--- src/rtl/alu_share_arbiter.sv ---
// Two-requester round-robin front end for a shared ADD/SUB/AND/XOR ALU.
// Each accepted operation runs IDLE -> EXEC -> RESP and its result is held until consumed.
module alu_share_arbiter #(
  parameter int WIDTH = 64
) (
  input  logic             clk,
  input  logic             rst,
  input  logic             req0_valid,
  output logic             req0_ready,
  input  logic [1:0]       req0_op,
  input  logic [WIDTH-1:0] req0_a,
  input  logic [WIDTH-1:0] req0_b,
  input  logic             req1_valid,
  output logic             req1_ready,
  input  logic [1:0]       req1_op,
  input  logic [WIDTH-1:0] req1_a,
  input  logic [WIDTH-1:0] req1_b,
  output logic             rsp_valid,
  input  logic             rsp_ready,
  output logic             rsp_id,
  output logic [WIDTH-1:0] rsp_y,
  output logic             rsp_of,
  output logic             rsp_zf,
  output logic             rsp_sf,
  output logic             busy
);

  localparam logic [1:0] IDLE = 2'd0;
  localparam logic [1:0] EXEC = 2'd1;
  localparam logic [1:0] RESP = 2'd2;

  localparam logic [1:0] OP_ADD = 2'd0;
  localparam logic [1:0] OP_SUB = 2'd1;
  localparam logic [1:0] OP_AND = 2'd2;

  logic [1:0]       state;
  logic             last_grant;
  logic [1:0]       op_q;
  logic [WIDTH-1:0] a_q;
  logic [WIDTH-1:0] b_q;
  logic             id_q;

  logic             grant_valid;
  logic             grant_id;
  logic             accept;
  logic [WIDTH-1:0] y_next;
  logic             of_next;

  // On a tie the requester that did not win last time gets the ALU.
  always_comb begin
    grant_valid = req0_valid | req1_valid;
    grant_id    = 1'b0;
    if (req0_valid && req1_valid)
      grant_id = ~last_grant;
    else if (req1_valid)
      grant_id = 1'b1;
  end

  assign accept     = (state == IDLE) && grant_valid;
  assign req0_ready = accept && !grant_id;
  assign req1_ready = accept && grant_id;
  assign rsp_valid  = (state == RESP);
  assign busy       = (state != IDLE);

  always_comb begin
    y_next  = '0;
    of_next = 1'b0;
    case (op_q)
      OP_ADD: begin
        y_next  = a_q + b_q;
        of_next = (a_q[WIDTH-1] == b_q[WIDTH-1]) && (y_next[WIDTH-1] != a_q[WIDTH-1]);
      end
      OP_SUB: begin
        y_next  = a_q - b_q;
        of_next = (a_q[WIDTH-1] != b_q[WIDTH-1]) && (y_next[WIDTH-1] != a_q[WIDTH-1]);
      end
      OP_AND:  y_next = a_q & b_q;
      default: y_next = a_q ^ b_q;
    endcase
  end

  // Reset drops any in-flight operation; response registers only change on EXEC.
  always_ff @(posedge clk or posedge rst) begin
    if (rst) begin
      state      <= IDLE;
      last_grant <= 1'b1;
      op_q       <= '0;
      a_q        <= '0;
      b_q        <= '0;
      id_q       <= 1'b0;
      rsp_id     <= 1'b0;
      rsp_y      <= '0;
      rsp_of     <= 1'b0;
      rsp_zf     <= 1'b0;
      rsp_sf     <= 1'b0;
    end else begin
      case (state)
        IDLE: begin
          if (accept) begin
            op_q       <= grant_id ? req1_op : req0_op;
            a_q        <= grant_id ? req1_a  : req0_a;
            b_q        <= grant_id ? req1_b  : req0_b;
            id_q       <= grant_id;
            last_grant <= grant_id;
            state      <= EXEC;
          end
        end
        EXEC: begin
          rsp_y  <= y_next;
          rsp_of <= of_next;
          rsp_zf <= (y_next == '0);
          rsp_sf <= y_next[WIDTH-1];
          rsp_id <= id_q;
          state  <= RESP;
        end
        RESP: begin
          if (rsp_ready)
            state <= IDLE;
        end
        default: state <= IDLE;
      endcase
    end
  end

endmodule

--- config.mk ---
export PLATFORM = sky130hd
export DESIGN_NAME = alu_share_arbiter
export DESIGN_NICKNAME = d
export VERILOG_FILES = /design/src/rtl/alu_share_arbiter.sv
export SDC_FILE = /design/constraint.sdc
export NUM_CORES = 1
export LEC_CHECK = 0
export CAP_MARGIN = 20
export CORE_ASPECT_RATIO = 0.7
export CORE_MARGIN = 5
export CORE_UTILIZATION = 54
export CTS_CLUSTER_SIZE = 10
export DETAILED_ROUTE_END_ITERATION = 8
export MAX_ROUTING_LAYER = met4
export PLACE_DENSITY_LB_ADDON = 0.08
export SLEW_MARGIN = 10
export SYNTH_ARGS = -nofsm -noshare
export SYNTH_HDL_FRONTEND = slang
export SYNTH_SLANG_ARGS = --single-unit
--- constraint.sdc ---
create_clock -name clk -period 7.6 [get_ports clk]
set_input_delay 0.76 -clock clk [delete_from_list [all_inputs] [get_ports clk]]
set_output_delay 0.76 -clock clk [all_outputs]
set_load 0.02 [all_outputs]
==> summary.txt, run 1 <==
post-CTS setup buffer count = 0
Ys Warns = 0
worst r2r src = b_q[1]$_DFFE_PP0P_
Inserted Clock Buffers = 24
Hold Buf Count CTS = 0
Synth Register Bits = 201
sequential area share after synthesis = 27.8%
# nets final = 2888
post-synth top area cell = dfrtp_1
clock transition at the registers of the reported paths = 60 ps
Worst Setup Path Type = register to register
syn nets = 2658
Num Clock Sinks = 201
Syn Inst Count = 2263
xor and xnor area share after synthesis = 3.24%
DP Area = 21400 um2
Total Wirelength = 71400 um
Post-synth EDFFs = 0
Final setup viols = 0
Worst-Skew Late Latency = 550 ps
largest net degree at the start of global routing = 130
gr usage total = 37.4%
Mapped Area = 18100 um2
crit start category = register
Ant. Diodes = 0
Post-Synth Simple-Gate Area = 17.0%
max-slew violations = 0
port bufs = 336
Mean Syn Cell Area = 8.00 um2
fmax = 176 MHz
Worst Setup End Kind = register
post-route cell area = 22100 um2
outcome = complete, but fails checks
DR iter-0 viols = 2991
post-synth top area share = 27.7%
Final ANT Viol Nets = 0
RSZ-0062 raised after global routing = false
post-synth cell types = 104
CTS tree = built
Worst Skew = 13.5 ps
top_reg_cell synth = dfrtp_1
mux contribution to synthesized area = 1.95%
required time of the worst setup path = 8050 ps
drt pass-1 iters = 9
R2R cell count = 15
final core area utilization = 66.3%
CP max FO = 6
Ports = 337
Slew @ Worst Pin = 1130 ps
max_cap viols = 0
fin crit period = 5670 ps
maximum buffer depth of the clock tree = 3
H-tree depth = 1
die area = 37300 um2
hold_ws = 484 ps
setup slack, reg-to-reg = 1930 ps
setup TNS = 0 ps
ys async rst share = 100%
gp weighted congestion = 1.06
commonest non-fill, non-tap cells in the layout = 336 x clkdlybuf4s50_1, 269 x inv_1, 226 x nand2_1, 198 x dfrtp_1, 167 x a21oi_1
commonest non-fill, non-tap cell in the layout = clkdlybuf4s50_1
wire per inst = 24.3 um
row count = 56
Worst Hold Class = register to register
Reg-to-Reg End = rsp_zf$_DFFE_PP0N_
Starting Density = 54.4%
CTS Root Cell = clkbuf_16
total gr overflow = 0
Die Ht = 163 um
Post-CTS Resized = 0
synth-to-layout area growth = 21.9%
Period Utilization, post-route = 74.6%
core box area = 33300 um2
DRC Markers = 6
slew margin rel. = 23.9%
hpwl dp = 54500 um
first-pass GRT wire length = 109000 um
via/cell ratio = 6.74
post-synthesis compound-gate area fraction = 30.6%
DIE WIDTH = 229 um
Worst Hold Endpoint = rsp_y[1]$_DFFE_PP0N_
layout cell share with drive strength beyond 1 = 4.68%
hold path startpoint = rsp_y[1]$_DFFE_PP0N_
Hold Crit Depth = 2
number of global-route vias before repair = 18500
final hold vios = 0
top post-synthesis cells by area = dfrtp_1 28%, ha_1 8.9%, a222oi_1 7.5%
Worst EP arrival = 6120 ps
initial antenna violation count = 0
routed vias = 19800
violated checks = DRC
FILL cells = 2846
largest family of logic cells by synthesized area = compound AO/OA/AOI/OAI gates
Post-Synth Adder-Cell Area = 9.07%
-- routing by layer --
layer | vias up | share of wire, % | global-route usage [%]
li1 | 8806 | - | -
met3 | 134 | 14 | 10.3
met2 | 1369 | 41 | 51.7
met4 | 0 | 2.5 | 8.22
met5 | - | 0 | -
met1 | 9471 | 43 | 54.6
-- per-stage QoR --
step	std cells	worst slack, ps
after floorplan	2263	1360
after CTS	2934	2290
after detailed placement	2901	2330
after global routing	2935	1920
final	2935	1930
after global placement	2901	2320
-- Yosys cell counts, types with 18 or more instances --
library cell and n:
a21o_1 23, a211oi_1 27, mux2i_1 24, dfrtp_1 200, nand3_1 50, nor4_1 23, inv_1 270, nor2_1 151
ha_1 128, nand2_1 226, nor3_1 53, o21ai_0 133, a21oi_1 167, nand4_1 34, buf_2 18, clkbuf_1 97
a222oi_1 135, o31ai_1 43, o211ai_1 24, xnor2_1 59, o21bai_1 26
-- worst max-delay path by stage --
stage	from	end	cells after the start	slack, ps
after global placement	b_q[4]$_DFFE_PP0P_	rsp_zf$_DFFE_PP0N_	14	2320
after floorplan	rst	a_q[0]$_DFFE_PP0P_	1	1360
final	b_q[1]$_DFFE_PP0P_	rsp_zf$_DFFE_PP0N_	15	1930
after global routing	b_q[4]$_DFFE_PP0P_	rsp_zf$_DFFE_PP0N_	14	1920
after detailed placement	b_q[4]$_DFFE_PP0P_	rsp_zf$_DFFE_PP0N_	14	2330
after CTS	b_q[1]$_DFFE_PP0P_	rsp_zf$_DFFE_PP0N_	15	2290
-- worst max-delay path: stages (launching register included) --
cell	delay, ps
dfrtp_1	430
inv_1	110
ha_1	330
nor2b_1	190
o2111ai_1	310
a211oi_1	1020
o2111ai_1	310
o211ai_1	410
inv_1	130
nand3_1	110
o21ai_0	100
a221o_1	360
or4_1	560
nor4_1	520
nand4_1	310
o41ai_2	360
-- final cells by class --
cell class                      count  area (um2)  share of cell area, %
Tap cell                          435         544                   2.47
Clock buffer                       32         662                   3.00
Sequential cell                   201        5030                   22.8
Inverter                          273        1030                   4.68
Clock inverter                      1        5.00                 0.0227
Timing Repair Buffer              359        3560                   16.1
Multi-Input combinational cell   1634       11200                   50.9
-- cells by family after synthesis --
logic type | count (synthesis)
AND/OR/NAND/NOR | 648
flip-flops | 201
AO/OA/AOI/OAI | 756
multiplexers | 33
XOR/XNOR | 67
adder cells (fa/ha/maj) | 130
buffers and inverters | 428
-- flip-flops by register name, indices dropped and copies added (netlist names) --
register / count
a_q: 64
b_q: 64
rsp_y: 64
op_q: 2
state: 2
id_q: 1
last_grant: 1
rsp_id: 1
rsp_of: 1
rsp_zf: 1
Power of run 1 is left out: the tool's default activity adds up to more than one toggle a clock period on the data nets, which glitch-free logic cannot reach.
==> run 2: changes to the inputs <==
--- a/config.mk
+++ b/config.mk
@@ -8,7 +8,7 @@
 export CAP_MARGIN = 20
 export CORE_ASPECT_RATIO = 0.7
 export CORE_MARGIN = 5
-export CORE_UTILIZATION = 54
+export CORE_UTILIZATION = 49
 export CTS_CLUSTER_SIZE = 10
 export DETAILED_ROUTE_END_ITERATION = 8
 export MAX_ROUTING_LAYER = met4
==> constraint.sdc (replaced) <==
create_clock -name clk -period 4.61 [get_ports clk]
set_input_delay 0.461 -clock clk [delete_from_list [all_inputs] [get_ports clk]]
set_output_delay 0.461 -clock clk [all_outputs]
set_load 0.02 [all_outputs]
==> run 2 against run 1 <==
Against the previous run: the flow still finishes with violations (DRC); wire length rose by 5.6%; worst hold slack got worse by 140 ps; global-route usage fell by 1.4 points; critical path type unchanged; clock skew rose by 13 ps; register-to-register slack got worse by 1800 ps; utilization fell by 1.5 points; final cell count rose by 6.7%.
==> summary.txt, run 2 (synthesized netlist as in run 1, its figures left out) <==
Num Clock Sinks = 201 (unchanged)
Starting Density = 50.0% (was 54.4%)
die area = 40900 um2 (was 37300 um2)
Ports = 337 (unchanged)
total gr overflow = 0 (unchanged)
wire per inst = 24.1 um (was 24.3 um)
core box area = 36200 um2 (was 33300 um2)
final hold vios = 0 (unchanged)
maximum buffer depth of the clock tree = 3 (unchanged)
number of global-route vias before repair = 19100 (was 18500)
Critical path buffers and inverters = 3 (was 2)
RSZ-0062 raised after global routing = false (unchanged)
area of the multi-input gates = 11400 um2 (was 11200 um2)
Ant. Diodes = 0 (unchanged)
Worst-Skew Late Latency = 560 ps (was 550 ps)
layout cell share with drive strength beyond 1 = 11.2% (was 4.68%)
post-route cell area = 23500 um2 (was 22100 um2)
outcome = complete, but fails checks (unchanged)
commonest non-fill, non-tap cell in the layout = clkdlybuf4s50_1 (unchanged)
Cell Chain, Critical Path = inv_1, ha_1, nor2b_1, o211ai_1, nand4_1, a2111oi_0, buf_4, nor2_2, a31oi_1, xor2_1, a222oi_1, buf_4, and4_1, nand4_1, nor4_2, nand4_1, o41ai_2 (was inv_1, ha_1, nor2b_1, o2111ai_1, a211oi_1, o2111ai_1, o211ai_1, inv_1, nand3_1, o21ai_0, a221o_1, or4_1, nor4_1, nand4_1, o41ai_2)
Worst Skew = 26.9 ps (was 13.5 ps)
hpwl dp = 58700 um (was 54500 um)
routed vias = 20200 (was 19800)
clock transition at the registers of the reported paths = 70 ps (was 60 ps)
commonest non-fill, non-tap cells in the layout = 336 x clkdlybuf4s50_1, 268 x inv_1, 226 x nand2_1, 198 x dfrtp_1, 167 x buf_4 (was 336 x clkdlybuf4s50_1, 269 x inv_1, 226 x nand2_1, 198 x dfrtp_1, 167 x a21oi_1)
first-pass GRT wire length = 114000 um (was 109000 um)
Worst Hold Class = input port to async pin (was register to register)
crit start category = register (unchanged)
DIE WIDTH = 240 um (was 229 um)
max_cap viols = 0 (unchanged)
port bufs = 336 (unchanged)
CP peak stage delay = 450 ps (was 1020 ps)
initial antenna violation count = 0 (unchanged)
gp weighted congestion = 1.06 (about the same)
CTS Root Cell = clkbuf_16 (unchanged)
Inserted Clock Buffers = 24 (unchanged)
Final setup viols = 0 (unchanged)
FILL cells = 3130 (was 2846)
CP delay by family, top = compound AO/OA/AOI/OAI gates (unchanged)
Die Ht = 171 um (was 163 um)
synth-to-layout area growth = 29.6% (was 21.9%)
via/cell ratio = 6.46 (was 6.74)
violated checks = DRC (unchanged)
DP Area = 22500 um2 (was 21400 um2)
CTS tree = built (unchanged)
Crit-path slowest cell = a2111oi_0 (was a211oi_1)
hold_ws = 344 ps (was 484 ps)
Slew @ Worst Pin = 897 ps (was 1130 ps)
# nets final = 3034 (was 2888)
Total Wirelength = 75400 um (was 71400 um)
H-tree depth = 1 (unchanged)
FF/Latch Area = 5030 um2 (unchanged)
drt pass-1 iters = 9 (unchanged)
Hold Buf Count CTS = 0 (unchanged)
largest net degree at the start of global routing = 125 (was 130)
Worst Setup End Kind = register (unchanged)
row count = 58 (was 56)
fin crit period = 4500 ps (was 5670 ps)
gr usage total = 36.0% (was 37.4%)
max-slew violations = 0 (unchanged)
DR iter-0 viols = 2876 (was 2991)
fmax = 222 MHz (was 176 MHz)
top flop regs = a_q: 64 flops, b_q: 64 flops, rsp_y: 64 flops (unchanged)
CP dominant cell by count = nand4_1
DRC Markers = 14 (was 6)
Period Utilization, post-route = 97.6% (was 74.6%)
slew margin rel. = 39.7% (was 23.9%)
Final ANT Viol Nets = 0 (unchanged)
required time of the worst setup path = 5050 ps (was 8050 ps)
CP max FO = 8 (was 6)
Worst Setup Path Type = register to register (unchanged)
Worst EP arrival = 4930 ps (was 6120 ps)
-- run 2: cell count changes in the layout (fill, tap and decap cells not counted), sizes merged --
cell      delta
buf        +146
clkbuf       +5
bufinv       +1
clkinv       -1
clkinvlp     +1
inv          -1
-- run 2: cell type report --
type / instances / area share (%)
Multi-Input combinational cell: 1634 / 48.7
Sequential cell: 201 / 21.5
Timing Repair Buffer: 505 / 19.9
Inverter: 273 / 4.38
Clock buffer: 37 / 2.94
Tap cell: 480 / 2.56
Clock inverter: 1 / 0.128
-- run 2: per-layer routing --
layer	vias to the layer above	GRT usage, %	share of wire [%]
met3	133	8.30	12
met4	0	7.71	2.5
met5	-	-	0
met2	1218	51.1	42
li1	9110	-	-
met1	9768	52.4	44
-- run 2: what timing repair did --
item,in CTS,in global routing
resized for setup,3,39
pin swaps,0,6
setup endpoints to repair,1,1
buffers inserted,0,1
-- run 2: metrics by stage --
step	TNS [ps]	util (%)	cells	setup WS (ps)
5_1_grt	0	64.8	3131	3.57
3_3_place_gp	0	62.2	3092	74.3
2_1_floorplan	0	-	2263	625
6_report	0	64.8	3131	112
4_1_cts	0	64.3	3130	4.14
3_5_place_dp	-15.5	62.2	3092	-15.5
-- run 2: worst paths after layout --
kind                                            start                     to  slack [ps]  cells past startpoint
worst max register to register    b_q[15]$_DFFE_PP0P_     rsp_zf$_DFFE_PP0N_         110                     17
max in group asynchronous                         rst    a_q[31]$_DFFE_PP0P_        3160                      3
worst max-delay path              b_q[15]$_DFFE_PP0P_     rsp_zf$_DFFE_PP0N_         110                     17
min in group clk                rsp_y[61]$_DFFE_PP0N_  rsp_y[61]$_DFFE_PP0N_         480                      2
worst min register to register  rsp_y[61]$_DFFE_PP0N_  rsp_y[61]$_DFFE_PP0N_         480                      2
worst min-delay path                              rst  rsp_y[20]$_DFFE_PP0N_         340                      2
-- run 2: worst register-to-register path: cells and delay by family (launching register included) --
family | cells | cell delay, ps
compound gates | 5 | 1650
simple gates | 7 | 1340
xor+xnor | 1 | 110
fa+ha+maj | 1 | 440
flops | 1 | 380
buf+inv | 3 | 460
Power of run 2 is left out for the same reason.
==> run 3: changes to the inputs <==
--- a/config.mk
+++ b/config.mk
@@ -5,12 +5,14 @@
 export SDC_FILE = /design/constraint.sdc
 export NUM_CORES = 1
 export LEC_CHECK = 0
+export ABC_AREA = 1
 export CAP_MARGIN = 20
 export CORE_ASPECT_RATIO = 0.7
 export CORE_MARGIN = 5
-export CORE_UTILIZATION = 49
+export CORE_UTILIZATION = 51
 export CTS_CLUSTER_SIZE = 10
 export DETAILED_ROUTE_END_ITERATION = 8
+export GPL_ROUTABILITY_DRIVEN = 0
 export MAX_ROUTING_LAYER = met4
 export PLACE_DENSITY_LB_ADDON = 0.08
 export SLEW_MARGIN = 10
==> run 3 against run 2 <==
Against the previous run: the flow still finishes with violations (DRC); final cell count increased by 52%; non-clock buffer count decreased by 149; sequential share of layout area decreased by 2.8 points; utilization decreased by 3.4 points; synthesized area increased by 26%; critical path type unchanged; sequential cell count unchanged; wire length increased by 22%; synthesized cell count increased by 73%; worst hold slack improved by 29 ps; via count increased by 31%; global-route usage increased by 0.48 points.
==> summary.txt, run 3 <==
post-synth top area cell = nand2_1 (was dfrtp_1)
crit start category = register (unchanged)
synth-to-layout area growth = 18.2% (was 29.6%)
top flop regs = a_q: 64 flops, b_q: 64 flops, rsp_y: 64 flops (unchanged)
Synth Register Bits = 201 (unchanged)
met3 wire len = 16200 um (was 8740 um)
Hold Buf Count CTS = 0 (unchanged)
Cell Chain, Critical Path = ha_1, inv_1, a21oi_2, nand2_1, a21oi_1, nand2_1, a21oi_1, nand3_1, nand3_1, nand4_1, nor2_1, nand3_1, nor2_1, nand3_1, nand2_1 (was inv_1, ha_1, nor2b_1, o211ai_1, nand4_1, a2111oi_0, buf_4, nor2_2, a31oi_1, xor2_1, a222oi_1, buf_4, and4_1, nand4_1, nor4_2, nand4_1, o41ai_2)
Total Wirelength = 91700 um (was 75400 um)
syn nets = 4303 (was 2658)
Final ANT Viol Nets = 0 (unchanged)
Final setup viols = 0 (unchanged)
wl on met1 = 40200 um (was 33300 um)
Worst Setup Path Type = register to register (unchanged)
port bufs = 336 (unchanged)
gr usage total = 36.5% (was 36.0%)
Starting Density = 51.9% (was 50.0%)
CTS Root Cell = clkbuf_16 (unchanged)
Worst Setup End Kind = register (unchanged)
Worst Hold Class = input port to async pin (unchanged)
Worst Skew = 8.87 ps (was 26.9 ps)
fin crit period = 3560 ps (was 4500 ps)
routed vias = 26500 (was 20200)
Crit-path slowest cell = ha_1 (was a2111oi_0)
commonest non-fill, non-tap cell in the layout = nand2_1 (was clkdlybuf4s50_1)
layout cell share with drive strength beyond 1 = 8.22% (was 11.2%)
crit path from = a_q[38]$_DFFE_PP0P_ (was b_q[15]$_DFFE_PP0P_)
Worst EP arrival = 4050 ps (was 4930 ps)
Post-synth EDFFs = 0 (unchanged)
Mean Syn Cell Area = 5.83 um2 (was 8.00 um2)
Post-CTS Resized = 0 (was 3)
violated checks = DRC (unchanged)
core box area = 43900 um2 (was 36200 um2)
Critical Path End = rsp_zf$_DFFE_PP0N_ (unchanged)
count leader, synth = nand2_1 (was inv_1)
drt pass-1 iters = 9 (unchanged)
total gr overflow = 0 (unchanged)
RSZ-0062 raised after global routing = false (unchanged)
top post-synthesis cells by area = nand2_1 25%, dfrtp_1 22%, inv_1 9.6% (was dfrtp_1 28%, ha_1 8.9%, a222oi_1 7.5%)
Ports = 337 (unchanged)
Num Clock Sinks = 201 (unchanged)
DR iter-0 viols = 3659 (was 2876)
number of global-route vias before repair = 23800 (was 19100)
post-synth top area share = 25.5% (was 27.7%)
CTS tree = built (unchanged)
die area = 49000 um2 (was 40900 um2)
max layer used = met4 (unchanged)
CP dominant cell by count = nand3_1 (was nand4_1)
CP peak stage delay = 740 ps (was 450 ps)
maximum buffer depth of the clock tree = 3 (unchanged)
worst r2r src = a_q[38]$_DFFE_PP0P_ (was b_q[15]$_DFFE_PP0P_)
Inserted Clock Buffers = 24 (unchanged)
Slew @ Worst Pin = 943 ps (was 897 ps)
area of the multi-input gates = 14400 um2 (was 11400 um2)
synth cell count leaders = 1546 x nand2_1, 583 x inv_1, 379 x nand3_1 (was 270 x inv_1, 226 x nand2_1, 200 x dfrtp_1)
DIE WIDTH = 263 um (was 240 um)
required time of the worst setup path = 5100 ps (was 5050 ps)
hpwl dp = 74900 um (was 58700 um)
H-tree depth = 1 (unchanged)
clock transition at the registers of the reported paths = 60 ps (was 70 ps)
ys async rst share = 100% (unchanged)
largest net degree at the start of global routing = 104 (was 125)
row count = 64 (was 58)
Reg-to-Reg End = rsp_zf$_DFFE_PP0N_ (unchanged)
FILL cells = 4515 (was 3130)
Mapped Area = 22800 um2 (was 18100 um2)
post-CTS setup buffer count = 0 (unchanged)
initial antenna violation count = 2 (was 0)
slew margin rel. = 37.1% (was 39.7%)
commonest non-fill, non-tap cells in the layout = 1545 x nand2_1, 582 x inv_1, 379 x nand3_1, 336 x clkdlybuf4s50_1, 209 x nor2_1 (was 336 x clkdlybuf4s50_1, 268 x inv_1, 226 x nand2_1, 198 x dfrtp_1, 167 x buf_4)
post-synth cell types = 45 (was 104)
top_reg_cell synth = dfrtp_1 (unchanged)
DRC Markers = 9 (was 14)
setup TNS = 0 ps (unchanged)
final hold vios = 0 (unchanged)
max_cap viols = 0 (unchanged)
wire per inst = 19.3 um (was 24.1 um)
Die Ht = 187 um (was 171 um)
setup slack, reg-to-reg = 1050 ps (was 110 ps)
outcome = complete, but fails checks (unchanged)
R2R cell count = 15 (was 17)
Worst-Skew Late Latency = 550 ps (was 560 ps)
Syn Inst Count = 3908 (was 2263)
FF/Latch Area = 5030 um2 (about the same)
CP max FO = 9 (was 8)
Detail Route met2 WL = 32800 um (was 31500 um)
via/cell ratio = 5.56 (was 6.46)
fmax = 281 MHz (was 222 MHz)
first-pass GRT wire length = 138000 um (was 114000 um)
Period Utilization, post-route = 77.3% (was 97.6%)
Ys Warns = 0 (unchanged)
# nets final = 4542 (was 3034)
sequential area share after synthesis = 22.1% (was 27.8%)
max-slew violations = 0 (unchanged)
run 3: cell count changes in the layout (fill, tap and decap cells not counted), sizes merged, moves of 135 or more:
| cell | previous run | this run |
|---|---|---|
| a222oi | 135 | 0 |
| buf | 169 | 20 |
| inv | 270 | 655 |
| nand2 | 226 | 1603 |
| nand3 | 51 | 393 |
| nor2 | 151 | 331 |
run 3: stage by stage:
stage | hold slack, ps | utilization (%) | worst slack [ps] | instance area (um2) | instances
global route | 464 | 61.4 | 919 | 26900 | 4754
detailed placement | 461 | 59.8 | 1290 | 26200 | 4715
global placement | 462 | 59.8 | 1290 | 26200 | 4715
CTS | 444 | 61.4 | 1270 | 26900 | 4753
finish | 374 | 61.4 | 1050 | 26900 | 4754
floorplan | 448 | - | 1550 | 22800 | 3908
run 3: layout make-up:
cell class | count | share of cell area [%]
sequential | 201 | 18.7
clock inverter | 1 | 0.0186
clock buffer | 37 | 2.53
timing repair buffer | 356 | 13.2
inverter | 660 | 9.24
tap | 594 | 2.76
multi-input combinational | 2904 | 53.5
antenna | 1 | 0.00929
run 3: worst min path at each step:
stage / endpoint / slack [ps] / depth (start not counted)
finish: a_q[16]$_DFFE_PP0P_ / 370 / 3
CTS: a_q[16]$_DFFE_PP0P_ / 440 / 3
global placement: last_grant$_DFFE_PP1P_ / 460 / 2
global route: a_q[16]$_DFFE_PP0P_ / 460 / 3
floorplan: last_grant$_DFFE_PP1P_ / 450 / 2
detailed placement: last_grant$_DFFE_PP1P_ / 460 / 2
run 3: worst max-delay path, delay by kind of cell, from the launching register on:
family | cells | cell delay [ps]
AO/OA/AOI/OAI | 3 | 870
adder cells (fa/ha/maj) | 1 | 740
buffers and inverters | 1 | 310
flip-flops | 1 | 420
AND/OR/NAND/NOR | 10 | 1180
run 3: per-layer routing:
metal	GRT usage, %	up-vias
met5	-	-
met4	7.26	0
met3	17.1	222
met2	45.3	1737
met1	53.1	11900
li1	-	12600
run 3: cell families (layout without fill, tap and decap cells):
logic type	count (synthesis)	count (layout)	share of synthesized area [%]
compound gates	333	333	8.54
xor+xnor	1	1	0.0385
fa+ha+maj	130	130	7.21
buf+inv	803	1054	14.8
flops	201	201	22.1
other cells	0	1	0
simple gates	2440	2440	47.3
Power of run 3 is left out for the same reason.
